===== src/rtl/wb_arbiter.sv =====
// rtl/wb_arbiter.sv - register-file writeback arbiter with long-latency result FIFO and scoreboard
//
// Purpose: merges main-pipeline writebacks with buffered long-latency results
// onto the single register-file write port, and tracks registers whose value
// is still owed by a long-latency op so decode can stall on them.
//
// Ports:
//   clk, rst_n            clock, asynchronous active-low reset
//   p_we, p_wa, p_wd      main-pipeline writeback request (highest priority)
//   issue_valid, issue_rd long-latency op issued; marks issue_rd pending
//   ll_valid, ll_rd,      long-latency result offered; accepted when
//   ll_data, ll_ready     ll_valid && ll_ready at posedge
//   ra1, ra2, hazard      decode sources; hazard when either is pending
//   we, wa, wd            register-file write port
//   fifo_count            buffered result count
//   err                   sticky protocol-violation flag
module wb_arbiter #(
  parameter int FIFO_DEPTH = 2
) (
  input  logic        clk,
  input  logic        rst_n,
  input  logic        p_we,
  input  logic [4:0]  p_wa,
  input  logic [31:0] p_wd,
  input  logic        issue_valid,
  input  logic [4:0]  issue_rd,
  input  logic        ll_valid,
  input  logic [4:0]  ll_rd,
  input  logic [31:0] ll_data,
  output logic        ll_ready,
  input  logic [4:0]  ra1,
  input  logic [4:0]  ra2,
  output logic        hazard,
  output logic        we,
  output logic [4:0]  wa,
  output logic [31:0] wd,
  output logic [3:0]  fifo_count,
  output logic        err
);

  localparam int PW = (FIFO_DEPTH > 1) ? $clog2(FIFO_DEPTH) : 1;
  localparam logic [3:0] DEPTH_C = 4'(FIFO_DEPTH);

  logic [4:0]    fifo_rd_q   [FIFO_DEPTH];
  logic [31:0]   fifo_data_q [FIFO_DEPTH];
  logic [PW-1:0] rd_ptr_q, rd_ptr_d;
  logic [PW-1:0] wr_ptr_q, wr_ptr_d;
  logic [3:0]    count_q, count_d;
  logic [31:0]   pending_q, pending_d;
  logic          err_q, err_d;

  logic        pclaim;
  logic        pop;
  logic        accept;
  logic        push;
  logic [31:0] set_vec;
  logic [31:0] clr_vec;
  logic        viol;

  // A write to r0 is meaningless, so it never claims the port.
  assign pclaim   = p_we && (p_wa != 5'd0);
  assign pop      = !pclaim && (count_q != 4'd0);
  // A slot freed by this cycle's pop can be refilled at the same edge.
  assign ll_ready = (count_q < DEPTH_C) || pop;
  assign accept   = ll_valid && ll_ready;
  assign push     = accept && (ll_rd != 5'd0);

  always_comb begin
    we = 1'b0;
    wa = 5'd0;
    wd = 32'd0;
    if (pclaim) begin
      we = 1'b1;
      wa = p_wa;
      wd = p_wd;
    end else if (pop) begin
      we = 1'b1;
      wa = fifo_rd_q[rd_ptr_q];
      wd = fifo_data_q[rd_ptr_q];
    end
  end

  // Pending state is sampled registered only: an issue this cycle cannot
  // stall the instruction already in decode.
  assign hazard     = pending_q[ra1] || pending_q[ra2];
  assign fifo_count = count_q;
  assign err        = err_q;

  always_comb begin
    set_vec = 32'd0;
    clr_vec = 32'd0;
    if (issue_valid && (issue_rd != 5'd0)) set_vec = 32'd1 << issue_rd;
    if (pop) clr_vec = 32'd1 << fifo_rd_q[rd_ptr_q];
    // Set is applied after clear so a re-issue of the retiring register wins.
    pending_d    = (pending_q & ~clr_vec) | set_vec;
    pending_d[0] = 1'b0;
  end

  always_comb begin
    viol = 1'b0;
    if (issue_valid && (issue_rd != 5'd0) && pending_q[issue_rd]) viol = 1'b1;
    if (pclaim && pending_q[p_wa]) viol = 1'b1;
    if (accept && (ll_rd != 5'd0) && !pending_q[ll_rd]) viol = 1'b1;
    err_d = err_q || viol;
  end

  always_comb begin
    rd_ptr_d = pop  ? rd_ptr_q + PW'(1) : rd_ptr_q;
    wr_ptr_d = push ? wr_ptr_q + PW'(1) : wr_ptr_q;
    count_d  = count_q;
    if (push && !pop) count_d = count_q + 4'd1;
    else if (pop && !push) count_d = count_q - 4'd1;
  end

  always_ff @(posedge clk or negedge rst_n) begin
    if (!rst_n) begin
      rd_ptr_q  <= '0;
      wr_ptr_q  <= '0;
      count_q   <= 4'd0;
      pending_q <= 32'd0;
      err_q     <= 1'b0;
    end else begin
      rd_ptr_q  <= rd_ptr_d;
      wr_ptr_q  <= wr_ptr_d;
      count_q   <= count_d;
      pending_q <= pending_d;
      err_q     <= err_d;
    end
  end

  // Storage needs no reset: entries are only visible through the pointers.
  always_ff @(posedge clk) begin
    if (push) begin
      fifo_rd_q[wr_ptr_q]   <= ll_rd;
      fifo_data_q[wr_ptr_q] <= ll_data;
    end
  end

endmodule


===== config.mk =====
export PLATFORM = sky130hd
export DESIGN_NAME = wb_arbiter
export DESIGN_NICKNAME = d
export VERILOG_FILES = /design/src/rtl/wb_arbiter.sv
export SDC_FILE = /design/constraint.sdc
export NUM_CORES = 1
export LEC_CHECK = 0
export ABC_AREA = 1
export CORE_MARGIN = 2
export CORE_UTILIZATION = 45
export DETAILED_ROUTE_END_ITERATION = 6
export PLACE_DENSITY = 0.73
export SETUP_SLACK_MARGIN = 0.5
export SLEW_MARGIN = 30
export SYNTH_ARGS = -nofsm -noshare
export SYNTH_HDL_FRONTEND = slang
export SYNTH_SLANG_ARGS = --single-unit

===== constraint.sdc =====
create_clock -name clk -period 2.5 [get_ports clk]
set_input_delay 0.375 -clock clk [delete_from_list [all_inputs] [get_ports clk]]
set_output_delay 0.375 -clock clk [all_outputs]
set_load 0.005 [all_outputs]

Word level (Yosys, flattened, before mapping):

Memories as Yosys holds them, arrays and structs flattened.
Cells that the tools add are included.

* memories kept: 2
* input bits: 94
* bits in writable memories: 74
* output and inout bits: 45
* word-level logic and storage cells: 69
* bits in registers: 38

* reductions and logical operators: 22
* order comparisons: 6
* mux-type cells: 25
* shift operators: 2
* add/sub/neg operators: 4
* bitwise operators: 3

Memory list
* fifo_data_q: words 2, bits a word 32, rd ports 1, clocked after memory_dff 0, wr ports 1, line 45 `logic [31:0] fifo_data_q [FIFO_DEPTH];`
* fifo_rd_q: words 2, bits a word 5, rd ports 1, clocked after memory_dff 0, wr ports 1, line 44 `logic [4:0] fifo_rd_q [FIFO_DEPTH];`

Operator list (number)
* $mux 32: 4
* $shl 1x5->32 const A: 2
* $and 32x32->32: 1
* $not 32->32: 1
* $or 32x32->32: 1
* $lt 5x6->1 const B: 5
* $bmux 1 s5: 5
* $reduce_bool 5->1: 3
* $mux 1: 12
* $logic_and 1x1->1: 10
* $mux 5: 2
* $mux 4: 2
* $add 4x1->4 const B: 1
* $logic_not 1->1: 4
* $lt 4x2->1 const B: 1
* $reduce_bool 4->1: 1
* $sub 4x1->4 const B: 1
* $logic_or 1x1->1: 3
* $add 1x1->1 const B: 2
* $reduce_bool 2->1: 1

Longest topological paths before layout:

Gate-level depths: netlist (run 1).

* depth after elaboration: 11
* depth in mapped cells: 17
* gate-level depth less buffers: 16

Worst setup path after synthesis (run 1):

No wires, ideal clock.

* path kind: input-to-reg
* start: input p_wa[0]
* end: memory fifo_data_q[1][0], enable pin
* cell stages on the path: 8
* data arrival time: 2684 ps
* setup time: 433 ps
* path buffers: 1
* data required time: 2067 ps
* slack: -617 ps
* cells stage by stage: buf_6 > inv_4 > nand4_4 > nand2_4 > inv_2 > o31ai_1 > nand2_1 > nor2_1

* word-level cells in the longest chain between the ends: 9

RTL lines
* start, declared: line 23 `input logic [4:0] p_wa,`
* $reduce_bool 5->1: line 61 `assign pclaim = p_we && (p_wa != 5'd0);`
* $logic_and 1x1->1: line 61
* $logic_not 1->1: line 62 `assign pop = !pclaim && (count_q != 4'd0);`
* $logic_and 1x1->1: line 62
* $logic_or 1x1->1: line 64 `assign ll_ready = (count_q < DEPTH_C) || pop;`
* via ll_ready: line 30 `output logic ll_ready,`
* $logic_and 1x1->1: line 65 `assign accept = ll_valid && ll_ready;`
* $logic_and 1x1->1: line 66 `assign push = accept && (ll_rd != 5'd0);`
* $mux 1: line 133 `if (push) begin`
* $mux 1 (not written as such): line 135 `fifo_data_q[wr_ptr_q] <= ll_data;`
* end, declared: line 45

The timed path passes the listed nets, and every way through them passes these cells.

Final worst setup path (run 1):

* start: register count_q[3], in the netlist fifo_count[3]
* end: register count_q[3], in the netlist fifo_count[3]

* word-level cells in the longest chain between the ends: 8
* elaborated cells on any way between the ends: 15
* those cells by class: add/sub: 2; order compare: 1; mux: 2; reduce/logical: 10

RTL lines
* start, declared: line 48 `logic [3:0] count_q, count_d;`
* start signal, assigned: line 125 `count_q <= count_d;`
* parallel branches: the longest is 2 deep, another holds $lt 4x2->1
* $logic_or 1x1->1 (*): line 64
* $logic_and 1x1->1 (*): line 65
* $logic_and 1x1->1 (*): line 66
* via push: line 55 `logic push;`
* $logic_not 1->1: line 112 `else if (pop && !push) count_d = count_q - 4'd1;`
* $logic_and 1x1->1: line 112
* $reduce_bool 2->1 (no source line)

Mark *: on every way through the listed nets, which the timed path passes. The select of a mux whose other input is x is not followed.
A chain may end at the register's enable or synchronous reset.

==> impl_metrics.ini, run 1 <==
[route]
drc_errors = 0
drt-total-wl_mm = 23.7
route.vias.total = 6941
first_pass_iters = 7
drt_iter0_drc = 780
routed_via_density = 5.63
drtAntennaViolNets = 0
avgRoutedWirePerCell_um = 19.3

[yosys]
yosysTopAreaCell = edfxtp_1
synth_top_flop_cell = edfxtp_1
syn_avg_cell_area_um2 = 8.05
yosysSeqAreaShare_pct = 48.8
yosysUniqueCellTypes = 36
ys_warn_count = 0
async_reset_ff_share_pct = 33.9
netlist_area_um2 = 6510
syn_nets = 907
synth-edff-count = 74
postSynthCellCount = 809
ys_ff_latch = 112
yosysTopAreaCellShare_pct = 34.1
synth_area_leaders = edfxtp_1, dfrtp_1, nand2_1

[worst_setup_path]
cp_top_family = compound AO/OA/AOI/OAI gates
crit_type = reg2reg
cp_cell_sequence = buf_6, o31ai_4, nand2_2, inv_2, ha_4, inv_4, ha_4, a21o_1, a21oi_2, nand2_1, nand2_1, nor2_2, xor2_1
crit_path_max_fanout = 3
required_ns = 2.75
critical_path.max_stage_delay_ns = 0.44
crit_path_start_kind = flop
worst_setup_path_end_kind = flop
worst-path-buf-inv = 3
cp_slowest_cell = dfrtp_2
path_depth = 13
r2r.worst_path.cells = 13
r2r_slack_ns = 0.24
arrival_ns = 2.51

[floorplanning]
rows = 43
design.core.area_um2 = 14000
boundaryPins = 139
initial_core_util_pct = 46.5
die_x_um = 124
die_height_um = 124
die_area_um2 = 15400

[clock_tree]
cts_buffers = 9
clk-insertion-delay-late_ns = 0.37
clkTransAtPathRegs_ns = 0.07
clock_sinks = 112
cts.htree.levels = 3
max-clock-path-buffers = 2
hold_buffers = 0
cts_tree = built
cts_root_buf = clkbuf_16

[placed_design]
place_congestion = 0.999
hpwl_mm = 14.6
port_buffers = 138
place_area_um2 = 8440

[global_route]
antenna_found_initial = 2
grt_pass1_wl_mm = 35.6
grt.overflow.total = 0
grt_usage_pct = 28.9
first_global_vias = 6721
grt_max_degree = 39

[final_layout]
drive_gt1_share_pct = 29.2
fin_util_pct = 70.2
mostFrequentLayoutCells = nand2_1, nand3_1, clkdlybuf4s50_1, edfxtp_1, buf_4
nets = 1143
final_common_cell = nand2_1
design_area_um2 = 9810
synthToLayoutAreaGrowth_pct = 50.8
fillCellCount = 1049

[run]
drv_cap = 0

[run_status]
status = finished clean

[sta]
tightest_slew_ns = 0.882
max_slew_margin_pct = 41.2
hold_ws_ns = 0.130
maxSlewViolCount = 0
finalHoldViolCount = 0
setup_viol = 0
layout_min_cycle_time_ns = 2.26
tns_ns = 0
fmax_mhz = 443
post-route-period-util_pct = 90.3
skew_ns = 0.0126
rsz0062_at_grt = true

[power_and_ir_drop]
p_per_area_nw_per_um2 = 982
ir_drop_uv = 549
power.total_mw = 9.63
cellLeakagePower_nw = 4.29

[worst_hold_path]
hold_path_class = in2async
Yosys cell counts (all sizes together), types with 3 or more instances:
cell and instances:
a21oi 64, clkinv 3, clkbuf 23, or2 4, o22ai 3, buf 16
a21o 34, o21ai 105, ha 3, edfxtp 74, nand3 94, nor3 5
nand2 229, o211ai 4, inv 65, nor2 33, dfrtp 38
report_power, final:
group          total [mW]  switching [mW]  internal (mW)
Combinational        5.19            2.80           2.38
Clock                1.43           0.730          0.701
Sequential           3.02           0.488           2.53
area by class of cell:
class                   instances  area (um2)  area share [%]
diodes                          2        5.00          0.0510
clock buffers                  10         229            2.33
clock inverters                 6        60.1           0.612
inverters                      68         309            3.15
multi-input cells             590        3240            33.0
flip-flops and latches        112        3190            32.5
well taps                     180         225            2.30
repair buffers                261        2540            25.9
repair inverters                3        21.3           0.217
metrics by stage:
step           instances  setup WS, ns
2_1_floorplan        809         0.304
3_3_place_gp        1141        -0.208
3_5_place_dp        1141        -0.229
4_1_cts             1212         0.358
5_1_grt             1232         0.134
6_report            1232         0.243
metal layers:
| metal | up-vias | wire (um) | GRT usage (%) |
|---|---|---|---|
| li1 | 3234 | - | - |
| met2 | 399 | 11400 | 46.8 |
| met5 | - | 0 | 0 |
| met3 | 73 | 2110 | 5.15 |
| met4 | 0 | 905 | 10.1 |
| met1 | 3235 | 9320 | 39.1 |
worst reg2reg max path, delay by kind of cell (launching register included):
family / cells / cell delay (ns)
buffers and inverters: 3 / 0.28
AND/OR/NAND/NOR: 4 / 0.31
AO/OA/AOI/OAI: 3 / 0.64
XOR/XNOR: 1 / 0.13
flip-flops: 1 / 0.44
adder cells (fa/ha/maj): 2 / 0.34
cell families (layout without fill, tap and decap cells):
kind of cell | Yosys count | count (layout) | share of synthesized area, %
AO/OA/AOI/OAI | 212 | 212 | 18.1
XOR/XNOR | 4 | 4 | 0.538
adder cells (fa/ha/maj) | 4 | 4 | 0.884
buffers and inverters | 107 | 348 | 7.09
flip-flops | 112 | 112 | 48.8
multiplexers | 1 | 1 | 0.154
other | 0 | 2 | 0
AND/OR/NAND/NOR | 369 | 369 | 24.5
state kept, by name, indices dropped and copies added (netlist names):
register,count
err,1
pending_q,31
rd_ptr_q,1
fifo_rd_q,10
fifo_data_q,64
fifo_count,4
wr_ptr_q,1
final timing paths:
path                                from         endpoint
setup / recovery           fifo_count[3]    fifo_count[3]
hold / removal                     rst_n    pending_q[21]
setup reg to reg           fifo_count[3]    fifo_count[3]
hold reg to reg             pending_q[6]     pending_q[6]
max in group asynchronous          rst_n    fifo_count[0]
min in group clk                ll_rd[3]  fifo_rd_q[1][3]
timing repair:
action,CTS,global route
endpoints found under the hold margin,0,0
gates resized for setup,296,70
cloned,12,0
pin swaps,20,18
setup buffers,43,18
setup endpoints to repair,43,50
Note: power is estimated with default switching activity, not from simulation.
==> inputs of run 2 (changes only) <==
--- a/config.mk
+++ b/config.mk
@@ -11,7 +11,7 @@
 export DETAILED_ROUTE_END_ITERATION = 6
 export PLACE_DENSITY = 0.73
 export SETUP_SLACK_MARGIN = 0.5
-export SLEW_MARGIN = 30
+export SLEW_MARGIN = 25
 export SYNTH_ARGS = -nofsm -noshare
 export SYNTH_HDL_FRONTEND = slang
 export SYNTH_SLANG_ARGS = --single-unit
==> results of run 2 <==
The final DEF is identical to that of run 1; final timing and power are the same.
